<file path="src/rtl/inst_cache_pkg.sv">
// inst_cache_pkg: shared FSM encodings, default geometry and address-split width helpers
package inst_cache_pkg;

    typedef enum logic [1:0] {
        IC_IDLE = 2'd0,
        IC_FILL = 2'd1,
        IC_DONE = 2'd2
    } ic_state_t;

    localparam int DEF_LINES      = 16;
    localparam int DEF_LINE_WORDS = 4;

    function automatic int ic_off_w(input int line_words);
        return $clog2(line_words);
    endfunction

    function automatic int ic_idx_w(input int lines);
        return $clog2(lines);
    endfunction

    function automatic int ic_tag_w(input int lines, input int line_words);
        return 30 - ic_off_w(line_words) - ic_idx_w(lines);
    endfunction

endpackage

</file>
<file path="src/rtl/inst_cache_ram.sv">
// inst_cache_ram: data and tag arrays, one synchronous write port, combinational read port
module inst_cache_ram
    import inst_cache_pkg::*;
#(
    parameter int LINES      = DEF_LINES,
    parameter int LINE_WORDS = DEF_LINE_WORDS,
    localparam int OFF_W     = ic_off_w(LINE_WORDS),
    localparam int IDX_W     = ic_idx_w(LINES),
    localparam int TAG_W     = ic_tag_w(LINES, LINE_WORDS)
) (
    input  logic             clk,
    input  logic             i_dwe,
    input  logic             i_twe,
    input  logic [IDX_W-1:0] i_widx,
    input  logic [OFF_W-1:0] i_woff,
    input  logic [31:0]      i_wdata,
    input  logic [TAG_W-1:0] i_wtag,
    input  logic [IDX_W-1:0] i_ridx,
    input  logic [OFF_W-1:0] i_roff,
    output logic [31:0]      o_rdata,
    output logic [TAG_W-1:0] o_rtag
);

    logic [31:0]      r_data [LINES*LINE_WORDS];
    logic [TAG_W-1:0] r_tag  [LINES];

    always_ff @(posedge clk) begin
        if (i_dwe) r_data[{i_widx, i_woff}] <= i_wdata;
        if (i_twe) r_tag[i_widx] <= i_wtag;
    end

    assign o_rdata = r_data[{i_ridx, i_roff}];
    assign o_rtag  = r_tag[i_ridx];

endmodule

</file>
<file path="src/rtl/inst_cache.sv">
// inst_cache: direct-mapped read-only instruction cache with word-at-a-time line fill
module inst_cache
    import inst_cache_pkg::*;
#(
    parameter int LINES      = DEF_LINES,
    parameter int LINE_WORDS = DEF_LINE_WORDS
) (
    input  logic        clk,
    input  logic        cpu_rst,
    input  logic        inst_ren,
    input  logic [31:0] inst_addr,
    output logic [31:0] inst_data,
    output logic        inst_stall,
    input  logic        flush,
    output logic        mem_req,
    output logic [31:0] mem_addr,
    input  logic [31:0] mem_rdata,
    input  logic        mem_ack
);

    localparam int OFF_W = ic_off_w(LINE_WORDS);
    localparam int IDX_W = ic_idx_w(LINES);
    localparam int TAG_W = ic_tag_w(LINES, LINE_WORDS);

    ic_state_t        r_state, w_next;
    logic [LINES-1:0] r_valid;
    logic [TAG_W-1:0] r_fill_tag;
    logic [IDX_W-1:0] r_fill_idx;
    logic [OFF_W-1:0] r_cnt;
    logic             r_kill;
    logic             r_mem_req;
    logic [31:0]      r_mem_addr;

    logic [OFF_W-1:0] w_off, w_cnt_nxt;
    logic [IDX_W-1:0] w_idx;
    logic [TAG_W-1:0] w_tag, w_rtag;
    logic [31:0]      w_rdata;
    logic             w_hit, w_start, w_dwe, w_twe, w_last, w_unused;

    assign w_off     = inst_addr[OFF_W+1:2];
    assign w_idx     = inst_addr[IDX_W+OFF_W+1:OFF_W+2];
    assign w_tag     = inst_addr[31:IDX_W+OFF_W+2];
    assign w_unused  = &{1'b0, inst_addr[1:0]};
    assign w_last    = &r_cnt;
    assign w_cnt_nxt = r_cnt + OFF_W'(1);

    inst_cache_ram #(.LINES(LINES), .LINE_WORDS(LINE_WORDS)) u_ram (
        .clk     (clk),
        .i_dwe   (w_dwe),
        .i_twe   (w_twe),
        .i_widx  (r_fill_idx),
        .i_woff  (r_cnt),
        .i_wdata (mem_rdata),
        .i_wtag  (r_fill_tag),
        .i_ridx  (w_idx),
        .i_roff  (w_off),
        .o_rdata (w_rdata),
        .o_rtag  (w_rtag)
    );

    assign w_hit      = inst_ren & r_valid[w_idx] & (w_rtag == w_tag) & (r_state == IC_IDLE);
    assign inst_data  = w_hit ? w_rdata : 32'd0;
    assign inst_stall = inst_ren & ~w_hit;
    assign mem_req    = r_mem_req;
    assign mem_addr   = r_mem_addr;

    always_comb begin
        w_start = (r_state == IC_IDLE) & inst_ren & ~w_hit & ~flush;
        w_dwe   = (r_state == IC_FILL) & mem_ack & ~cpu_rst;
        w_twe   = (r_state == IC_DONE) & ~cpu_rst;
        w_next  = w_start ? IC_FILL :
                  (r_state == IC_FILL) ? ((mem_ack & w_last) ? IC_DONE : IC_FILL) : IC_IDLE;
    end

    always_ff @(posedge clk) begin
        if (cpu_rst) begin
            r_state    <= IC_IDLE;
            r_valid    <= '0;
            r_mem_req  <= 1'b0;
            r_mem_addr <= '0;
            r_cnt      <= '0;
            r_kill     <= 1'b0;
        end else begin
            r_state <= w_next;
            if (flush) r_valid <= '0;
            else if (r_state == IC_DONE && !r_kill) r_valid[r_fill_idx] <= 1'b1;
            // a flush seen anywhere in the fill must keep the line from being validated
            if (w_start) r_kill <= 1'b0;
            else if (flush) r_kill <= 1'b1;
            if (w_start) begin
                r_fill_tag <= w_tag;
                r_fill_idx <= w_idx;
                r_cnt      <= '0;
                r_mem_req  <= 1'b1;
                r_mem_addr <= {w_tag, w_idx, {OFF_W{1'b0}}, 2'b00};
            end else if (w_dwe) begin
                r_cnt      <= w_cnt_nxt;
                r_mem_addr <= {r_fill_tag, r_fill_idx, w_cnt_nxt, 2'b00};
                if (w_last) r_mem_req <= 1'b0;
            end
        end
    end

endmodule

</file>
<file path="config.mk">
export PLATFORM = sky130hd
export DESIGN_NAME = inst_cache
export DESIGN_NICKNAME = d
export VERILOG_FILES = /design/src/rtl/inst_cache_pkg.sv /design/src/rtl/inst_cache_ram.sv /design/src/rtl/inst_cache.sv
export SDC_FILE = /design/constraint.sdc
export NUM_CORES = 2
export LEC_CHECK = 0
export ABC_AREA = 1
export CORE_MARGIN = 2
export CORE_UTILIZATION = 50
export CTS_BUF_LIST = sky130_fd_sc_hd__clkbuf_4 sky130_fd_sc_hd__clkbuf_8 sky130_fd_sc_hd__clkbuf_16
export CTS_CLUSTER_DIAMETER = 120
export DETAILED_ROUTE_END_ITERATION = 16
export PLACE_DENSITY = 0.66
export SLEW_MARGIN = 20
export SYNTH_ARGS = -nofsm -noshare
export SYNTH_HDL_FRONTEND = slang
export SYNTH_SLANG_ARGS = --single-unit
</file>
<file path="constraint.sdc">
create_clock -name clk -period 8 [get_ports clk]
set_input_delay 1.6 -clock clk [delete_from_list [all_inputs] [get_ports clk]]
set_output_delay 1.6 -clock clk [all_outputs]
set_load 0.02 [all_outputs]
</file>
==> run metrics <==
outcome finished clean; worst-margin pin slew 1.24 ns; initial antenna violation count 10; CP required 6.40 ns; CTS clock-pin slew for the worst setup and hold paths 0.06 ns; Final min period 7.11 ns; Tot GR Track Use 27.4%; Routed Wire Length 286,000 µm; area of the die 0.204 mm²; top cells by area, synth edfxtp_1, nand2_1, o21ai_0; Clk pwr share 41.3%; top layer in use met5; # DRC 0; total number of vias 65,709; Pint 0.0212 W; pwr dens 242 mW/mm²; worst min-delay path category flip-flop to flip-flop; Cells on Worst Hold Path 2; row count 164; Final ANT Viol Nets 0; crit path DAT 5.51 ns; largest net degree at the start of global routing 176; Worst Hold Launch r_valid[6]$_SDFFE_PP0P_; largest family of logic cells by synthesized area compound AO/OA/AOI/OAI gates; Root Buffer clkbuf_16; die span in y 452 µm; io pins 135; syn_area_per_cell 12.8 µm²; Final setup viols 0; LEAKAGE 37.9 nW; CTS tree done; XOR/XNOR Fraction of Synth Area 0%; Hold Buf Count CTS 0; RSZ-0062 raised after global routing no; grt ovf 0; Compound-Gate Fraction of Synth Area 11.2%; number of synthesized flops with an enable pin 2,460; Final GP Congestion 0.865; Syn Std Cell Area 0.100 mm²; ys flop type edfxtp_1; fin nets 7,911; post-synth cell types 41; die width 452 µm; Worst VDD drop 0.261 mV; wl on met1 109,000 µm; Synth Instances 7,806; CTS sink count 2,510; Placed Area 0.105 mm²; worst reg2reg setup slack 4.40 ns; area leader, netlist edfxtp_1; Routed WL per cell 26.7 µm; CTS-repair resized insts 0; Post-DP HPWL 144,000 µm; ratio of cells with drive above 1 in the final layout 9.47%; top-area cell type share of the netlist area 73.7%; Worst Reg2Reg Path Length in Cells 14; crit end category primary output; Hold Slack 0.456 ns; Max Cap Viol 0; final-report max-slew violation count 0; post-route cell area 0.113 mm²; Num CTS Buffers 238; # H-tree levels 4; switching share of power 22.5%; number of I/O port buffers 130; end of the worst hold path r_valid[6]$_SDFFE_PP0P_; Post-CTS Setup Bufs 0; Avg Vias per Cell 6.13; Area Growth Syn to Fin 12.6%; Crit Path Max Fanout 99; final hold violations 0; met3 routed WL 26,800 µm; #FFs+latches synth 2,510; met2 WL 135,000 µm; vias in the first global route 62,386; Simple-Gate Fraction of Synth Area 10.9%; setup TNS 0 ns; Fin Clk Skew 0.0442 ns; Logic pwr share 5.9%; Post-Synth Adder-Cell Area 0.0125%; r2r endpoint r_fill_tag[11]$_DFFE_PP_; mux contribution to synthesized area 0%; clk buf depth 3; Pre-antenna DRT Iters 7; Initial DRC Count 8,960; Clk Latency, worst-skew pair 0.90 ns; asr flop ratio synth 0%; register area share after synthesis 74.7%; max frequency 141 MHz; Synth warnings 0; total core area 0.199 mm²; first-pass GRT wire length 413,000 µm; NetSw 0.00616 W; part of the power in registers 52.9%; max_slew headroom 15.8%; initial core utilization 50.3%; RR Startpoint u_ram.r_tag[1][21]$_DFFE_PP_; Tcrit/Tclk final 88.9%; CP Launch Type primary input; Crit Path Class primary input to primary output
-- critical path: stages --
cell,delay (ns)
buf_8,0.22
inv_16,0.35
buf_12,0.28
buf_12,0.33
buf_4,0.34
a221oi_1,0.10
o311ai_1,1.05
nand3_1,0.49
and3_1,0.37
buf_4,0.18
-- routing by layer --
metal	GRT usage (%)	up-vias
met5	0	-
met4	13.0	6
met3	5.00	606
met2	44.2	3453
met1	36.3	32741
li1	-	28903
-- cells in the final DEF, fill, tap and decap left out, types with 8 or more instances in the layout --
cell / n
o311ai_0: 11
bufinv_16: 22
o31ai_1: 8
o21ai_0: 652
nor2_1: 609
buf_4: 211
buf_12: 33
and3_1: 26
dfxtp_1: 50
inv_1: 225
clkinv_1: 67
o22ai_1: 82
clkinv_2: 57
nor2_4: 66
o211ai_1: 134
buf_2: 32
nand3_1: 411
a32o_1: 127
a221oi_1: 117
nor3_2: 15
clkbuf_16: 238
clkdlybuf4s50_1: 76
a221o_1: 10
o221ai_1: 176
nand4_1: 12
edfxtp_1: 2460
o21ai_1: 12
nand2_1: 1560
clkbuf_4: 37
a21oi_1: 442
-- flip-flops by register name, summed over array words and instances (netlist names) --
register,cells
r_fill_idx,4
r_valid,16
r_state,2
u_ram.r_data,2048
u_ram.r_tag,384
r_kill,1
mem_addr,28
r_cnt,2
r_fill_tag,24
mem_req,1
-- power by group through the flow --
stage / clock (W) / sequential (W) / combinational [W]
floorplan: 0 / 0.0147 / 0.000851
global placement: 0 / 0.0147 / 0.00154
detailed placement: 0 / 0.0147 / 0.00157
CTS: 0.0114 / 0.0145 / 0.00158
global route: 0.0119 / 0.0145 / 0.00171
finish: 0.0113 / 0.0145 / 0.00160
-- cell families after synthesis --
kind of cell / Yosys count
simple gates: 2720
other cells: 1
flops: 2510
buf+inv: 797
compound gates: 1777
fa+ha+maj: 1
-- synth_stat cells, drive strengths merged (2+ instances only) --
cell type     n
o31ai         8
o22ai        82
nor3b         2
buf         153
a32o        127
o211a         3
nor2        676
clkbuf      410
o211ai      134
edfxtp     2460
nand3       413
o221ai      176
nor3         23
o311ai       12
dfxtp        50
a221o        10
a21oi       442
o21ai       664
a221oi      117
inv         233
nand2      1564
and3         26
or2           3
nand4        12
-- metrics by stage --
| stage | std cells | utilization [%] | total power [W] | setup slack (ns) |
|---|---|---|---|---|
| after floorplan | 7807 | - | 0.0156 | 2.73 |
| after global placement | 10257 | 52.7 | 0.0163 | 1.06 |
| after detailed placement | 10257 | 52.7 | 0.0163 | 1.07 |
| after CTS | 10704 | 56.6 | 0.0274 | 1.06 |
| after global routing | 10707 | 56.6 | 0.0281 | 0.826 |
| final | 10711 | 56.6 | 0.0274 | 0.891 |
-- how the worst max path moves through the flow --
stage,cells past startpoint,start,slack [ns],to
after floorplan,11,inst_addr[3],2.73,inst_data[28]
after global placement,17,inst_addr[4],1.06,inst_data[9]
after detailed placement,17,inst_addr[4],1.07,inst_data[9]
after CTS,10,inst_addr[4],1.06,inst_data[27]
after global routing,17,inst_addr[4],0.83,inst_data[9]
final,10,inst_addr[4],0.89,inst_data[27]
-- area by class of cell --
type | instances | area [µm²]
fill | 15778 | 86500
sequential | 2510 | 74900
clock inverter | 168 | 1590
antenna | 7 | 17.5
tap | 2656 | 3320
clock buffer | 279 | 6290
inverter | 234 | 920
multi-input combinational | 4500 | 22700
timing repair buffer | 357 | 3240
Note: power is estimated with default switching activity, not from simulation.
